## src/rtl/reg_arb_pkg.sv

```systemverilog
// rtl/reg_arb_pkg.sv - shared types and default sizes for the register write arbiter
//
// Purpose: state encoding for the arbiter FSM and the default parameter
// values used by reg_write_arbiter.
package reg_arb_pkg;

  typedef enum logic [1:0] {
    IDLE  = 2'd0,
    WRITE = 2'd1,
    ACK   = 2'd2
  } arb_state_t;

  localparam int ARB_NREQ = 4;
  localparam int ARB_NREG = 8;
  localparam int ARB_DW   = 8;

endpackage

```

## src/rtl/rr_pick.sv

```systemverilog
// rtl/rr_pick.sv - combinational round-robin picker
//
// Purpose: returns the first set bit of req, searching upward from ptr and
// wrapping at NREQ.
// Ports:
//   req    - request vector (NREQ bits)
//   ptr    - search start index, must be < NREQ
//   winner - index of the selected requester (0 when any is low)
//   any    - at least one request is set
module rr_pick #(
  parameter int NREQ = 4,
  parameter int IW   = 2
) (
  input  logic [NREQ-1:0] req,
  input  logic [IW-1:0]   ptr,
  output logic [IW-1:0]   winner,
  output logic            any
);

  // One extra bit so ptr + k never overflows before the wrap correction.
  localparam int CW = IW + 1;

  always_comb begin
    logic [CW-1:0] cand;
    cand   = '0;
    winner = '0;
    any    = 1'b0;
    for (int k = 0; k < NREQ; k++) begin
      cand = {1'b0, ptr} + CW'(k);
      if (cand >= CW'(NREQ)) begin
        cand = cand - CW'(NREQ);
      end
      if (!any && req[cand[IW-1:0]]) begin
        any    = 1'b1;
        winner = cand[IW-1:0];
      end
    end
  end

endmodule

```

## src/rtl/reg_write_arbiter.sv

```systemverilog
// rtl/reg_write_arbiter.sv - round-robin write arbiter in front of a register bank
//
// Purpose: grants one requester at a time, drives a one-hot write enable and
// the shared data bus for one cycle, then acknowledges with a one-cycle gnt.
// Ports:
//   clk, rst - clock, asynchronous active-high reset
//   req      - per-requester level request
//   addr     - per-requester address, requester i at [i*AW +: AW]
//   wdata    - per-requester data, requester i at [i*DW +: DW]
//   gnt      - one-hot, one-cycle write acknowledge
//   err      - pulses with gnt when the granted address is out of range
//   reg_en   - one-hot register write enable (WRITE cycle only)
//   reg_din  - shared register write data, holds outside WRITE
//   busy     - FSM is not in IDLE
module reg_write_arbiter
  import reg_arb_pkg::*;
#(
  parameter int NREQ = ARB_NREQ,
  parameter int NREG = ARB_NREG,
  parameter int DW   = ARB_DW,
  parameter int AW   = $clog2(NREG)
) (
  input  logic               clk,
  input  logic               rst,
  input  logic [NREQ-1:0]    req,
  input  logic [NREQ*AW-1:0] addr,
  input  logic [NREQ*DW-1:0] wdata,
  output logic [NREQ-1:0]    gnt,
  output logic               err,
  output logic [NREG-1:0]    reg_en,
  output logic [DW-1:0]      reg_din,
  output logic               busy
);

  localparam int IW  = $clog2(NREQ);
  localparam int AXW = AW + 1;

  arb_state_t      state, state_nxt;
  logic [IW-1:0]   ptr, ptr_nxt;
  logic [IW-1:0]   win_q, win_nxt;
  logic [AW-1:0]   addr_q, addr_nxt;
  logic [DW-1:0]   data_q, data_nxt;

  logic [NREQ-1:0] gnt_nxt;
  logic            err_nxt;
  logic [NREG-1:0] reg_en_nxt;
  logic [DW-1:0]   reg_din_nxt;
  logic            busy_nxt;

  logic [IW-1:0]   pick;
  logic            any;
  logic [AW-1:0]   pick_addr;
  logic [DW-1:0]   pick_data;
  logic            addr_q_ok;

  rr_pick #(
    .NREQ (NREQ),
    .IW   (IW)
  ) u_pick (
    .req    (req),
    .ptr    (ptr),
    .winner (pick),
    .any    (any)
  );

  // Select the candidate winner's address and data from the flat buses.
  always_comb begin
    pick_addr = '0;
    pick_data = '0;
    for (int i = 0; i < NREQ; i++) begin
      if (pick == IW'(i)) begin
        pick_addr = addr[i*AW +: AW];
        pick_data = wdata[i*DW +: DW];
      end
    end
  end

  // Widened compare so it stays meaningful when NREG is a power of two.
  assign addr_q_ok = ({1'b0, addr_q} < AXW'(NREG));

  always_comb begin
    state_nxt   = state;
    ptr_nxt     = ptr;
    win_nxt     = win_q;
    addr_nxt    = addr_q;
    data_nxt    = data_q;
    gnt_nxt     = '0;
    err_nxt     = 1'b0;
    reg_en_nxt  = '0;
    reg_din_nxt = reg_din;

    case (state)
      IDLE: begin
        if (any) begin
          win_nxt     = pick;
          addr_nxt    = pick_addr;
          data_nxt    = pick_data;
          reg_din_nxt = pick_data;
          // Out-of-range addresses match no bit, leaving reg_en all zero.
          for (int j = 0; j < NREG; j++) begin
            reg_en_nxt[j] = (pick_addr == AW'(j));
          end
          state_nxt = WRITE;
        end
      end
      WRITE: begin
        for (int i = 0; i < NREQ; i++) begin
          gnt_nxt[i] = (win_q == IW'(i));
        end
        err_nxt   = ~addr_q_ok;
        state_nxt = ACK;
      end
      ACK: begin
        ptr_nxt   = (win_q == IW'(NREQ - 1)) ? '0 : win_q + IW'(1);
        state_nxt = IDLE;
      end
      default: begin
        state_nxt = IDLE;
      end
    endcase

    busy_nxt = (state_nxt != IDLE);
  end

  always_ff @(posedge clk or posedge rst) begin
    if (rst) begin
      state   <= IDLE;
      ptr     <= '0;
      win_q   <= '0;
      addr_q  <= '0;
      data_q  <= '0;
      gnt     <= '0;
      err     <= 1'b0;
      reg_en  <= '0;
      reg_din <= '0;
      busy    <= 1'b0;
    end else begin
      state   <= state_nxt;
      ptr     <= ptr_nxt;
      win_q   <= win_nxt;
      addr_q  <= addr_nxt;
      data_q  <= data_nxt;
      gnt     <= gnt_nxt;
      err     <= err_nxt;
      reg_en  <= reg_en_nxt;
      reg_din <= reg_din_nxt;
      busy    <= busy_nxt;
    end
  end

endmodule

```

## config.mk

```make
export PLATFORM = sky130hd
export DESIGN_NAME = reg_write_arbiter
export DESIGN_NICKNAME = d
export VERILOG_FILES = /design/src/rtl/reg_arb_pkg.sv /design/src/rtl/rr_pick.sv /design/src/rtl/reg_write_arbiter.sv
export SDC_FILE = /design/constraint.sdc
export NUM_CORES = 1
export LEC_CHECK = 0
export ABC_AREA = 1
export CAP_MARGIN = 20
export CORE_MARGIN = 2
export CORE_UTILIZATION = 43
export CTS_CLUSTER_DIAMETER = 60
export CTS_CLUSTER_SIZE = 24
export DETAILED_ROUTE_END_ITERATION = 7
export PLACE_DENSITY = 0.87
export SLEW_MARGIN = 20
export SYNTH_ARGS = -nofsm -noshare
export SYNTH_HDL_FRONTEND = slang
export SYNTH_SLANG_ARGS = --single-unit
```

## constraint.sdc

```tcl
create_clock -name clk -period 2.2 [get_ports clk]
set_input_delay 0.44 -clock clk [delete_from_list [all_inputs] [get_ports clk]]
set_output_delay 0.44 -clock clk [all_outputs]
set_load 0.02 [all_outputs]
```

* Word-level counts from Yosys, hierarchy flattened
Index checks and enable logic that the tools add are counted.
Storage, ports and cells: logic and storage cells 84, input port bits 50, output and inout bits 22, flip-flop bits (word level) 27
Cells by class: magnitude comparators 8, reductions and logical operators 12, equality and inequality tests 15, mux-type cells 34, add/subtract/negate cells 8
Operator list (number):
- $mux W8 | 6
- $mux W2 | 10
- $eq A3 B3 Y1 const B | 4
- $lt A2 B3 Y1 const B | 4
- $mux W3 | 4
- $eq A2 B2 Y1 const B | 5
- $ge A3 B3 Y1 const B | 3
- $bmux W1 S2 | 4
- $mux W1 | 8
- $sub A2 B1 Y2 const B | 4
- $add A2 B2 Y3 const B | 2
- $eq A2 B1 Y1 const B | 3
- $eq A3 B2 Y1 const B | 2
- $logic_not A2 Y1 | 3
- $mux W4 | 1
- $pmux W2 S2 | 1
- $add A2 B1 Y3 const B | 1
- $eq A3 B1 Y1 const B | 1
- $ge A2 B3 Y1 const B | 1
- $logic_and A1 B1 Y1 | 3
- $logic_not A1 Y1 | 3
- $logic_not A3 Y1 | 1
- $add A2 B1 Y2 const B | 1
- $reduce_and A2 Y1 | 1
- $reduce_bool A2 Y1 | 1

* Logic depth before layout (Yosys ltp)
depth after elaboration 22, gate-level depth with buffers 16, mapped depth without buffers 16

* Modules after synthesis
A second synthesis with hierarchy kept.
Second synthesis, totals: cell total of the unflattened synthesis 232, area, all modules 1695.4 sq um
By module, submodules not included:
- reg_write_arbiter | area an instance 1376.3 sq um, sequential area each 675.6 sq um, cells each 173, times used 1
- rr_pick | area an instance 319.1 sq um, sequential area each 0.0 sq um, cells each 59, times used 1

* Worst setup path before layout
OpenSTA, ideal clock, no wires.
path type register -> register, from register ptr[0], to register reg_en[4], cell stages (with the launch flop) 13, data required time 2083 ps, path buffers 1, setup time 117 ps, data arrival time 1643 ps, clock period less this slack 1759 ps, path slack 441 ps, cells stage by stage dfrtp_1 > inv_2 > nand2_1 > nand2_1 > nand2_1 > nand2_1 > nand3_1 > or2_2 > nand2_2 > inv_1 > buf_2 > nand2_2 > nor2_1
Between the ends: longest elaborated chain between the ends 22, elaborated cells between the ends (all ways) 48, classes of those cells 7 x add/sub; 4 x order compare; 4 x eq/ne; 26 x mux; 7 x reduce/logical
RTL lines:
- start: declaration | RTL line reg_write_arbiter.sv:39 | logic [IW-1:0] ptr, ptr_nxt;
- start signal: assignment | RTL line reg_write_arbiter.sv:139 | ptr <= ptr_nxt;
- branches (longest 20 deep; another with $add A2 B1 Y3)
- $mux W8 (*) | RTL line reg_write_arbiter.sv:94 | if (any) begin
- $mux W8 (*) | RTL line reg_write_arbiter.sv:92 | case (state)
- via reg_en_nxt[4] | RTL line reg_write_arbiter.sv:46 | logic [NREG-1:0] reg_en_nxt;
- end signal: assignment | RTL line reg_write_arbiter.sv:145 | reg_en <= reg_en_nxt;
- end: declaration | RTL line reg_write_arbiter.sv:30 | output logic [NREG-1:0] reg_en,
Mark *: on every way through the listed nets, which the timed path passes. The select of a mux whose other input is x is not followed. A chain may end at the register's enable or synchronous reset.

* Final worst setup path
from register ptr[0], to register reg_en[3]
Between the ends: longest elaborated chain between the ends 22, elaborated cells between the ends (all ways) 48, classes of those cells 7 x add/sub; 4 x order compare; 4 x eq/ne; 26 x mux; 7 x reduce/logical
RTL lines (RTL line):
- branches (longest 20 deep; another with $add A2 B1 Y3)
- $mux W8 (*) | reg_write_arbiter.sv:94
- $mux W8 (*) | reg_write_arbiter.sv:92
- via reg_en_nxt[3] | reg_write_arbiter.sv:46
Marked as above.

==> results.cfg <==
[outcome]
status = finished, final reports clean

[detailed_routing]
drc_errors = 0
wl_per_cell_um = 13.77
wl_um = 5398
routed_via_density = 5.110
first_iter_violations = 107
via_count = 2003
first_pass_iters = 4
ant_nets = 0

[floorplanning]
die_x_um = 68.24
initial_core_util_pct = 44.68
ios = 72
die_area_um2 = 4656
fp-row-count = 23
coreArea_um2 = 3971
die_y_um = 68.24

[critical_path]
cp_slowest_stage_delay_ps = 480
worst-path-buf-inv = 3
path_max_fanout = 5
cp_common_cell = nand2_2
path_class = reg2reg
slowest_stage = dfrtp_2
crit_chain = buf_6, nand2_1, nand2_2, nand2_2, nand2_2, nand4_1, nand2_2, nor2_4, buf_4, nand3_2, inv_1, nor2_2, nand2_1, nor2_1
path_delay_family = simple AND/OR/NAND/NOR gates
critPathLaunchType = register
crit_required_ps = 2370
worst_setup_path_end_kind = register
critPathArrivalTime_ps = 2320

[timing]
finalCritPeriodShare_pct = 97.62
clock.fmax_ghz = 0.4656
fin_crit_ps = 2148
fin_setup_tns_ps = 0
hold_viol = 0
setup_viol = 0
fin_skew_ps = 5.229
finalMaxSlewViolations = 0

[clock_tree]
cts-root-buf = clkbuf_8
cts_buffers = 3
clock-sinks = 27
cts_tree = yes
clk_latency_ps = 270
cts_buffer_depth = 2
clkTransAtPathRegs_ps = 90
h-tree-depth = 1

[power_and_ir_drop]
p_sw_share_pct = 50.78
peakVddDrop_mv = 0.8859
power_frac_clock_pct = 5.7
p_leak_nw = 1.430
internal-power_mw = 2.404
pwr-share-comb_pct = 77.3
power_density_nw_per_um2 = 1706
p_sw_mw = 2.480
seq_power_share_pct = 16.9

[placed_design]
gp_congestion = 0.8946
hpwl_um = 3834
io_buffers = 70

[logic_synthesis]
syn_area_per_cell_um2 = 7.212
ys_ff_latch = 27
synth_area_um2 = 1774
synth_largest_area_cell = dfrtp_1
syn-num-nets = 300
synth_top_area_share_pct = 38.08
synthCells = 246
yosysSeqAreaShare_pct = 38.08
yosys-top-cells-area = dfrtp_1, nand2_1, nand3_1
ys_types = 24
yosysWarnings = 0

[hold_path]
hold_class = reg2reg

[layout]
drive_above_1_share_pct = 25.15
layout_common_cells = nand2_1, clkdlybuf4s50_1, buf_4
layout_commonest_cell = nand2_1
num-nets-final = 397
syn_to_final_growth_pct = 61.35
final_util_pct = 72.09
num_antenna_cells = 0

[global_route]
grtUsageTotal_pct = 21.58
antenna_found_initial = 0
grt_max_degree = 28
grt_pass1_vias = 1761
gr-total-overflow = 0
grt_pass1_wl_um = 7631

[job]
cap_violations = 0
kinds of logic (layout without fill, tap and decap cells):
| logic type | Yosys count | in the layout | share of synthesized area (%) |
|---|---|---|---|
| other cells | 1 | 1 | 0.2114 |
| buf+inv | 32 | 127 | 8.674 |
| simple gates | 174 | 175 | 47.39 |
| flops | 27 | 27 | 38.08 |
| compound gates | 8 | 8 | 2.820 |
| fa+ha+maj | 4 | 4 | 2.821 |
routing by layer:
metal  part of all wire [%]  track usage, %
met1                     40           27.38
met2                     49           37.14
met3                    6.8           2.467
met4                    3.3           8.750
met5                      0               0
power groups by stage:
| stage | clock, mW | combinational, mW | sequential [mW] |
|---|---|---|---|
| floorplan | 0 | 2.03 | 0.980 |
| global placement | 0 | 3.14 | 0.815 |
| detailed placement | 0 | 3.24 | 0.819 |
| CTS | 0.282 | 3.27 | 0.811 |
| global route | 0.304 | 4.14 | 0.849 |
| finish | 0.280 | 3.78 | 0.827 |
cell usage after synthesis:
library cell	instances
nand2_1	94
dfrtp_1	27
nand3_1	27
inv_1	21
nor2_1	16
nand4_1	13
nand2_2	7
nand3_2	6
o21ai_0	5
ha_1	4
nor2_4	4
buf_2	3
buf_6	3
inv_2	3
nor2_2	3
buf_4	2
a21boi_2	1
a21oi_2	1
conb_1	1
nand2_4	1
nand2_8	1
o21ai_1	1
or2_0	1
or2_2	1
cell type report:
class / instances / area, µm²
clock buffer: 3 / 41.29
clock inverter: 1 / 7.507
fill: 299 / 1109
inverter: 24 / 95.09
multi-input combinational: 188 / 1049
sequential: 27 / 678.2
tap: 50 / 62.56
timing repair buffer: 98 / 922.1
timing repair inverter: 1 / 7.507
stage by stage:
| step | cell area, µm² | setup WS, ps | hold slack (ps) | std cells | total power, mW |
|---|---|---|---|---|---|
| final | 2863 | 52.31 | 488.5 | 392 | 4.884 |
| after detailed placement | 2601 | -164.5 | 470.3 | 375 | 4.060 |
| after CTS | 2650 | 59.85 | 492.3 | 379 | 4.361 |
| after global routing | 2863 | -53.86 | 502.8 | 392 | 5.295 |
| after floorplan | 1774 | 440.6 | 492.7 | 246 | 3.008 |
| after global placement | 2601 | -91.10 | 461.6 | 375 | 3.958 |
what timing repair did:
item / in CTS / in global routing
gates resized for setup: 0 / 36
buffers inserted: 0 / 10
hold buffers: 0 / 0
setup endpoints to repair: 0 / 16
tightest hold or removal path: cells and delay by family (launching register included):
| kind | cells | cell delay, ps |
|---|---|---|
| DFF | 1 | 360 |
| and+or+nand+nor | 2 | 100 |
path summary, 6_finish.rpt:
| check | start | endpoint | slack (ps) | depth (start not counted) |
|---|---|---|---|---|
| worst max register to register | ptr[0]$_DFFE_PP0N_ | reg_en[3]$_DFF_PP0_ | 50 | 14 |
| worst min-delay path | reg_din[2]$_DFFE_PP0P_ | reg_din[2]$_DFFE_PP0P_ | 490 | 2 |
| max in group asynchronous | rst | ptr[0]$_DFFE_PP0N_ | 1410 | 3 |
| worst min register to register | reg_din[2]$_DFFE_PP0P_ | reg_din[2]$_DFFE_PP0P_ | 490 | 2 |
| worst max-delay path | ptr[0]$_DFFE_PP0N_ | reg_en[3]$_DFF_PP0_ | 50 | 14 |
| min in group asynchronous | rst | reg_en[7]$_DFF_PP0_ | 520 | 3 |
registers in the layout, indices dropped and copies added (netlist names):
signal   count
win_q        2
busy         1
reg_din      8
state        2
ptr          2
gnt          4
reg_en       8
No activity file was read; power rests on OpenSTA's default activity.
